<file path="src/rtl/fetch_flow_controller.sv">
// Fetch front-end sequencer: runs the imem request handshake and turns hazards,
// taken branches and MEM stalls into PC / IF-ID / ID-EXE freeze and flush controls.
module fetch_flow_controller #(
  parameter int TIMEOUT = 64,
  parameter int CNT_W   = 16
) (
  input  logic             clk,
  input  logic             rst,
  input  logic             hazard,
  input  logic             branch_taken,
  input  logic             mem_stall,
  input  logic             imem_ack,
  output logic             imem_req,
  output logic             pc_freeze,
  output logic             if_freeze,
  output logic             if_flush,
  output logic             id_flush,
  output logic [CNT_W-1:0] stall_cnt,
  output logic [CNT_W-1:0] flush_cnt,
  output logic             timeout_err
);

  localparam int WAIT_W = $clog2(TIMEOUT + 1);
  localparam logic [WAIT_W-1:0] WAIT_LAST = WAIT_W'(TIMEOUT - 1);
  localparam logic [CNT_W-1:0]  CNT_MAX   = '1;

  typedef enum logic [1:0] {
    ST_IDLE,
    ST_FETCH,
    ST_WAIT,
    ST_DISCARD
  } state_t;

  state_t            state_q, state_d;
  logic [WAIT_W-1:0] wait_cnt_q, wait_cnt_d;
  logic [CNT_W-1:0]  stall_cnt_q, stall_cnt_d;
  logic [CNT_W-1:0]  flush_cnt_q, flush_cnt_d;
  logic              timeout_err_q, timeout_err_d;

  logic br;
  logic fetch_done;

  // A redirect only counts when the front end is not frozen by MEM.
  assign br         = branch_taken & ~mem_stall;
  assign fetch_done = imem_ack & ((state_q == ST_FETCH) | (state_q == ST_WAIT));

  assign imem_req  = (state_q != ST_IDLE);
  assign pc_freeze = mem_stall | (~branch_taken & (hazard | ~fetch_done));
  assign if_freeze = mem_stall | (hazard & ~branch_taken);
  assign if_flush  = ~if_freeze & (branch_taken | ~fetch_done);
  assign id_flush  = ~mem_stall & (branch_taken | hazard);

  assign stall_cnt   = stall_cnt_q;
  assign flush_cnt   = flush_cnt_q;
  assign timeout_err = timeout_err_q;

  always_comb begin
    state_d       = state_q;
    wait_cnt_d    = wait_cnt_q;
    timeout_err_d = timeout_err_q;
    unique case (state_q)
      ST_IDLE: state_d = ST_FETCH;
      ST_FETCH: begin
        if (imem_ack) begin
          state_d = ST_FETCH;
        end else begin
          state_d    = br ? ST_DISCARD : ST_WAIT;
          wait_cnt_d = '0;
        end
      end
      // WAIT and DISCARD age the outstanding request identically; a branch
      // restarts the wait for the word that must now be thrown away.
      ST_WAIT, ST_DISCARD: begin
        if (imem_ack) begin
          state_d = ST_FETCH;
        end else if (br) begin
          state_d    = ST_DISCARD;
          wait_cnt_d = '0;
        end else if (wait_cnt_q == WAIT_LAST) begin
          state_d       = ST_FETCH;
          timeout_err_d = 1'b1;
        end else begin
          wait_cnt_d = wait_cnt_q + WAIT_W'(1);
        end
      end
      default: state_d = ST_IDLE;
    endcase
  end

  always_comb begin
    stall_cnt_d = stall_cnt_q;
    flush_cnt_d = flush_cnt_q;
    if (pc_freeze && (stall_cnt_q != CNT_MAX)) stall_cnt_d = stall_cnt_q + CNT_W'(1);
    if (br && (flush_cnt_q != CNT_MAX))        flush_cnt_d = flush_cnt_q + CNT_W'(1);
  end

  always_ff @(posedge clk or negedge rst) begin
    if (!rst) begin
      state_q       <= ST_IDLE;
      wait_cnt_q    <= '0;
      stall_cnt_q   <= '0;
      flush_cnt_q   <= '0;
      timeout_err_q <= 1'b0;
    end else begin
      state_q       <= state_d;
      wait_cnt_q    <= wait_cnt_d;
      stall_cnt_q   <= stall_cnt_d;
      flush_cnt_q   <= flush_cnt_d;
      timeout_err_q <= timeout_err_d;
    end
  end

endmodule
</file>
<file path="config.mk">
export PLATFORM = sky130hd
export DESIGN_NAME = fetch_flow_controller
export DESIGN_NICKNAME = d
export VERILOG_FILES = /design/src/rtl/fetch_flow_controller.sv
export SDC_FILE = /design/constraint.sdc
export NUM_CORES = 1
export LEC_CHECK = 0
export BUFFER_PORTS_ARGS = -buffer_cell sky130_fd_sc_hd__buf_2
export CAP_MARGIN = 20
export CORE_ASPECT_RATIO = 0.75
export CORE_MARGIN = 2
export CORE_UTILIZATION = 59
export DETAILED_ROUTE_END_ITERATION = 6
export PLACE_DENSITY = 0.85
export SYNTH_ARGS = -nofsm -noshare
export SYNTH_HDL_FRONTEND = slang
export SYNTH_SLANG_ARGS = --single-unit
</file>
<file path="constraint.sdc">
create_clock -name clk -period 4.45 [get_ports clk]
set_clock_uncertainty 0.15 [all_clocks]
set_input_delay 0.89 -clock clk [delete_from_list [all_inputs] [get_ports clk]]
set_output_delay 0.89 -clock clk [all_outputs]
set_load 0.005 [all_outputs]
</file>
==> reports/results.ini, run 1 <==
[power_and_ir_drop]
powerDensity_nw_per_um2=460.8
p_sw_uw=435.6
power_frac_seq=0.482
ir_drop_v=0.0003336
p_int_uw=746.3
p_leak_nw=1.227
power_frac_clock=0.193
switching_share=0.3685
power_mw=1.182
pwr-share-comb=0.325

[synthesis]
synth-async-reset-ratio=1.000
synthesis.nets=228
synthDominantCellAreaShare=0.4727
yosysWarnings=0
yosys-top-cells-count=42 x dfrtp_1, 16 x xnor2_1, 15 x nand2_1
syn_area_um2=2223
synth.area.top_cells=dfrtp_1 47%, xnor2_1 6.3%, ha_1 4.5%
syn_area_per_cell_um2=10.39
synth_edf_count=0
yosysTopAreaCell=dfrtp_1
synth_seq_cells=42
yosysUniqueCellTypes=48
yosysMostFrequentCell=dfrtp_1
synthCells=214
yosysSeqAreaShare=0.4727
ys.flop_type=dfrtp_1

[floorplan]
dieArea_um2=4281
fp.dieH_um=57.17
core_um2=3637
pin_count=44
rows=19
die_x_um=74.89
start_util=0.6113

[hold_path]
min_path_type=register to register
hold_depth=1
whs_endpoint=timeout_err
hold_start=timeout_err

[clock_network]
cts_tree=built
cts.clk_slew.worst_paths_ps=70
clk_latency_ps=280
numCtsBuffers=5
cts_sinks=42
cts.path.max_buffers=2
cts_hold_buf=0
clockRootBuffer=clkbuf_8
post_cts.repair.setup_buffers=0
cts_resized=0
htree_levels=2

[grt]
grtUsageTotal=0.2466
grt_pass1_vias=1766
gr-total-overflow=0
grt_start_max_net_pins=43
grt_pass1_wl_mm=8.093
antenna_found_initial=0

[route]
dr.pass1.iters=4
drc_errors=0
dr_total_vias=1848
drt_iter0_drc=138
viasPerCell=5.904
route.detailed.wl_per_inst_um=15.19
ant_nets=0
wl_mm=4.755

[timing]
timing.hold.ws_ps=328.6
min_period_ps=3098
setup_viol=0
max_freq_ghz=0.3227
hold_viol_final=0
rsz0062_at_grt=no
fin_setup_tns_ps=0
relSlewSlack=0.3572
slew_violations=0
worst_pin_slew_ps=956.8
period_share=0.6963

[critical_path]
critical-path-max-stage-delay_ps=580
path_cells=buf_2 -> nor2b_1 -> nor2_1 -> buf_2
crit_top_cell=buf_2
critPathKind=input port to output port
worstPathRequired_ps=3410
rr_worst_depth=6
cp-start-kind=input port
timing.rr.end=stall_cnt[14]
cpMaxStageDelayCell=nor2b_1
path_max_fanout=11
crit_family=simple AND/OR/NAND/NOR gates
arrival_ps=2060
critPathCaptureType=output port
path_buf_inv=2
worstReg2RegStart=state_q[1]
reg2reg_slack_ps=2030

[placed_design]
hpwl_mm=3.349
place.gp.congestion=0.8482
port_buffers=43

[outcome]
run_status=finished clean

[finish]
area_delta_synth_final_pct=15.36
nets=275
diodes=0
drive_above_1_share=0.2337

[flow_run]
cap_viol_max_count=0

cell families after synthesis:
| family | after synthesis | synth area share |
|---|---|---|
| buffers and inverters | 11 | 0.02195 |
| and+or+nand+nor | 85 | 0.2274 |
| xor gates and xnor gates | 27 | 0.1064 |
| adders and majority gates | 8 | 0.04502 |
| DFF | 42 | 0.4727 |
| muxes | 4 | 0.02138 |
| AOI/OAI and AO/OA | 37 | 0.1052 |
worst max-delay path by stage:
stage	cells after the start	slack, ps	end	from
after floorplan	2	2000	pc_freeze	hazard
after global placement	4	1440	pc_freeze	branch_taken
after detailed placement	4	1380	pc_freeze	branch_taken
after CTS	4	1390	pc_freeze	branch_taken
after global routing	4	1280	pc_freeze	branch_taken
final	4	1350	pc_freeze	branch_taken
routing by layer:
| metal | track usage | vias to the layer above | part of all wire |
|---|---|---|---|
| li1 | - | 883 | - |
| met1 | 0.3477 | 890 | 0.46 |
| met2 | 0.3784 | 69 | 0.48 |
| met3 | 0.04947 | 6 | 0.048 |
| met4 | 0.09184 | 0 | 0.012 |
| met5 | 0 | - | 0 |
state kept, by name, indices dropped and copies added (netlist names):
name	cells
timeout_err	1
state_q	2
stall_cnt	16
wait_cnt_q	7
flush_cnt	16
per-stage QoR:
| step | utilization | worst slack [ps] | cell area, um^2 | std cells |
|---|---|---|---|---|
| after floorplan | - | 1998 | 2223 | 214 |
| after global placement | 0.6832 | 1443 | 2485 | 306 |
| after detailed placement | 0.6832 | 1383 | 2485 | 306 |
| after CTS | 0.7052 | 1387 | 2565 | 313 |
| after global routing | 0.7052 | 1277 | 2565 | 313 |
| final | 0.7052 | 1352 | 2565 | 313 |
layout make-up:
cell class              instances  area, um^2
well taps                      52       65.06
clock inverters                 1       7.507
repair buffers                 43       215.2
fillers                       284        1072
multi-input cells             161        1124
inverters                       8       30.03
clock buffers                   6       72.57
flip-flops and latches         42        1051
power groups by stage:
stage	Combinational [mW]	Sequential (mW)	Clock (mW)
finish	0.384	0.570	0.228
global route	0.433	0.582	0.257
CTS	0.381	0.567	0.233
detailed placement	0.380	0.571	0
global placement	0.370	0.568	0
floorplan	0.242	0.558	0
cells in the final DEF (no fill, tap or decap), drive strengths merged, types with 4 or more instances in the layout:
master	netlist	final
a21oi	11	11
a31oi	13	13
and3	6	6
buf	1	43
clkbuf	2	6
dfrtp	42	42
ha	8	8
inv	8	8
nand2	15	15
nand3	10	10
nand4	13	13
nor2	10	10
nor4	4	4
o21ai	4	4
or3	4	4
xnor2	16	16
xor2	11	11
worst reg2reg max path, cell delays in order, from the launching register on:
cell	delay, ps
dfrtp_1	450
inv_1	110
ha_1	300
and4bb_2	260
nor4_1	690
a21oi_1	180
a31oi_1	190
Power figures use the tool's default switching activity.
==> run 2, diff against run 1 <==
Settings changed: CORE_UTILIZATION 59 to 49, PLACE_DENSITY 0.85 to 0.75.
Clock period 4.45 ns to 2.55 ns, I/O delays scaled along.
==> reports/results.ini, run 2 (synthesis gave the netlist of run 1 again) <==
[outcome]
run_status=finished with violations
violations=hold timing

[grt]
grt_pass1_vias=1739
grt_pass1_wl_mm=8.480
antenna_found_initial=0
grt_start_max_net_pins=20
grtUsageTotal=0.2161
gr-total-overflow=0

[critical_path]
critPathCaptureType=output port
arrival_ps=1740
path_cells=inv_1 -> ha_1 -> and4bb_2 -> nor2_4 -> buf_2
path_max_fanout=7
critical-path-max-stage-delay_ps=460
cp-start-kind=register
cpMaxStageDelayCell=dfrtp_1
worstPathRequired_ps=1890
critPathKind=register to output port

[timing]
timing.hold.ws_ps=-3.841
rsz0062_at_grt=no
period_share=0.9403
min_period_ps=2398
hold_viol_final=9
setup_viol=0
slew_violations=0
worst_pin_slew_ps=500.4
fin_setup_tns_ps=0
fin_ws_ps=152.2
relSlewSlack=0.6652
max_freq_ghz=0.4171

[clock_network]
numCtsBuffers=5
clk_latency_ps=300
post_cts.repair.setup_buffers=0
cts.clk_slew.worst_paths_ps=80
cts_tree=built
cts_sinks=42
cts.path.max_buffers=2
clockRootBuffer=clkbuf_8
htree_levels=2

[floorplan]
dieArea_um2=5098
rows=21
fp.dieH_um=62.34
die_x_um=81.78
core_um2=4414
pin_count=44
start_util=0.5037

[placed_design]
hpwl_mm=3.581
place_ws_ps=303.9
place.gp.congestion=0.8150
port_buffers=43

[finish]
nets=284
final_common_cell=buf_2
num-fill-cells=401
layout_common_cells=43 x buf_2, 42 x dfrtp_1, 16 x xnor2_1
area_delta_synth_final_pct=20.37
diodes=0
drive_above_1_share=0.2657

[power_and_ir_drop]
p_leak_nw=1.290
powerDensity_nw_per_um2=828.3
power_mw=2.217
ir_drop_v=0.0005136

[flow_run]
cap_viol_max_count=0

[route]
drc_errors=0
ant_nets=0
dr_total_vias=1832
drt_iter0_drc=125
dr.pass1.iters=4
route.detailed.wl_per_inst_um=14.94
viasPerCell=5.585
wl_mm=4.901

[hold_path]
min_path_type=input port to async pin

==> run 2: stage by stage <==
| stage | std cells | utilization | instance area [um^2] |
|---|---|---|---|
| finish | 328 | 0.6063 | 2676 |
| global route | 328 | 0.6063 | 2676 |
| CTS | 328 | 0.6052 | 2671 |
| detailed placement | 320 | 0.5796 | 2559 |
| global placement | 320 | 0.5796 | 2559 |
| floorplan | 214 | - | 2223 |
==> run 2: worst max-delay path, delay by kind of cell, from the launching register on <==
kind | cells | cell delay (ps)
buf+inv | 2 | 250
flops | 1 | 460
fa+ha+maj | 1 | 290
simple gates | 2 | 430
==> run 2: area by class of cell <==
cell class / count / area (um^2) / share of cell area
Inverter: 8 / 30.03 / 0.01122
Multi-Input combinational cell: 161 / 1131 / 0.4226
Clock inverter: 2 / 37.54 / 0.01403
Timing Repair Buffer: 52 / 282.8 / 0.1057
Clock buffer: 6 / 72.57 / 0.02712
Tap cell: 57 / 71.32 / 0.02665
Sequential cell: 42 / 1051 / 0.3927
==> run 2: what timing repair did <==
item	CTS	global route
gates resized for setup	1	1
hold buffers	0	0
endpoints found under the setup margin	1	1
hold endpoints to repair	0	0
==> run 2: per-layer routing <==
layer / vias up / share of wire / GRT usage
met5: - / 0 / 0
met4: 0 / 0.014 / 0.07917
met3: 7 / 0.049 / 0.05378
met2: 48 / 0.45 / 0.3059
met1: 879 / 0.49 / 0.3188
li1: 898 / - / -
==> run 2: path summary, 6_finish.rpt <==
kind	from	end	slack, ps	cells after the start
max in group asynchronous	rst	flush_cnt[0]	1720	2
min in group clk	imem_ack	state_q[1]	310	2
max	state_q[1]	pc_freeze	150	5
max reg2reg	state_q[1]	stall_cnt[13]	430	7
min reg2reg	timeout_err	timeout_err	330	1
min	rst	wait_cnt_q[3]	-4	1
==> run 2: report_power, final <==
part / internal (mW) / total, mW / switching (mW)
clock network: 0.292 / 0.535 / 0.242
logic: 0.333 / 0.688 / 0.355
registers: 0.802 / 0.995 / 0.193
==> run 3, diff against run 2 <==
Settings changed: CORE_UTILIZATION 49 to 35, PLACE_DENSITY 0.75 to 0.62.
==> reports/results.ini, run 3 (synthesis gave the netlist of run 1 again) <==
[outcome]
run_status=finished clean

[placed_design]
port_buffers=43
place.gp.congestion=0.8101
hpwl_mm=3.682
placed_cell_area_um2=2596
place_ws_ps=282.2

[finish]
area_delta_synth_final_pct=22.00
multi_input_area_um2=1131
num-fill-cells=603
nets=285
layout_common_cells=43 x buf_2, 42 x dfrtp_1, 16 x xnor2_1
diodes=0
drive_above_1_share=0.2721
register_area_um2=1051
final_common_cell=buf_2
final_cell_area_um2=2713

[timing]
setup_viol=0
timing.hold.ws_ps=1.821
rsz0062_at_grt=no
fin_setup_tns_ps=0
hold_viol_final=0
period_share=0.9262
relSlewSlack=0.6464
max_freq_ghz=0.4234
slew_violations=0
worst_pin_slew_ps=525.6
fin_ws_ps=188.3
min_period_ps=2362

[clock_network]
cts.clk_slew.worst_paths_ps=90
cts.path.max_buffers=2
clockRootBuffer=clkbuf_8
cts_hold_buf=0
numCtsBuffers=5
htree_levels=2
clk_latency_ps=290
cts_tree=built
cts_sinks=42

[grt]
gr-total-overflow=0
grtUsageTotal=0.1503
grt_pass1_wl_mm=8.238
use_met1=0.2325
grt_use_met3=0.03512
use_met2=0.2068
grt_start_max_net_pins=22
antenna_found_initial=0
grt_pass1_vias=1718
top_usage_layer=met1

[critical_path]
cp-start-kind=register
critPathCaptureType=output port
critPathKind=register to output port
worstReg2RegStart=state_q[1]
reg2reg_slack_ps=440
arrival_ps=1700
timing.rr.end=stall_cnt[15]
rr_worst_depth=7
worstPathRequired_ps=1890
path_max_fanout=7

[route]
drc_errors=0
ant_nets=0
route.detailed.wl_per_inst_um=13.69
wl_mm=4.832
dr_total_vias=1841
dr.pass1.iters=4
drt_iter0_drc=123
viasPerCell=5.215

[floorplan]
pin_count=44
fp.dieH_um=73.03
die_x_um=96.03
rows=25
core_um2=6225
start_util=0.3572
dieArea_um2=7013

[power_and_ir_drop]
power_frac_clock=0.238
switching_share=0.3532
p_leak_nw=1.301
powerDensity_nw_per_um2=812.1
power_frac_seq=0.448
pwr-share-comb=0.314
p_sw_uw=777.9
power_mw=2.203
ir_drop_v=0.0003568
p_int_mw=1.425

[flow_run]
cap_viol_max_count=0

[hold_path]
min_path_type=input port to async pin

-- run 3: changes by cell type in the layout (fill, tap and decap cells not counted), sizes merged --
| cell | before | now |
|---|---|---|
| buf | 52 | 53 |
| clkbuf | 6 | 5 |
| clkinv | 0 | 2 |
| clkinvlp | 1 | 0 |
-- run 3: layout make-up --
type                       instances  share of cell area
multi-input combinational        161              0.4170
sequential                        42              0.3875
timing repair buffer              53              0.1070
tap                               81             0.03736
clock buffer                       5             0.02537
clock inverter                     3             0.01476
inverter                           8             0.01107
-- run 3: power groups by stage --
stage	logic (mW)	registers (mW)	clock network, mW
floorplan	0.423	0.974	0
global placement	0.680	0.994	0
detailed placement	0.696	0.998	0
CTS	0.696	0.988	0.549
global route	0.791	1.02	0.568
finish	0.691	0.987	0.524
-- run 3: repair_timing --
item,4_1_cts,5_1_grt
buffers inserted,0,0
gates resized for setup,1,1
endpoints found under the setup margin,1,1
endpoints found under the hold margin,0,0
-- run 3: how the worst max path moves through the flow --
stage                     from  cells after the start  slack, ps      endpoint
floorplan           state_q[1]                      6        490  stall_cnt[1]
global placement    state_q[1]                      5        330     pc_freeze
global route        state_q[1]                      5         60     pc_freeze
finish              state_q[1]                      5        190     pc_freeze
detailed placement  state_q[1]                      5        280     pc_freeze
CTS                 state_q[1]                      5         80     pc_freeze
-- run 3: through the flow --
step	util	instances
2_1_floorplan	-	214
3_3_place_gp	0.4171	345
3_5_place_dp	0.4171	345
4_1_cts	0.4350	353
5_1_grt	0.4358	353
6_report	0.4358	353
-- run 3: routing by layer --
metal | vias up | part of all wire | wire length, um
met1 | 880 | 0.53 | 2540
met5 | - | 0 | 0
met3 | 2 | 0.050 | 240
met2 | 55 | 0.42 | 2031
li1 | 904 | - | -
met4 | 0 | 0.0039 | 19
-- run 3: critical path, cell delays in order, from the launching register on --
cell      delay, ps
dfrtp_1         440
inv_1           110
ha_1            300
and4bb_2        270
nor2_4          160
buf_2           140
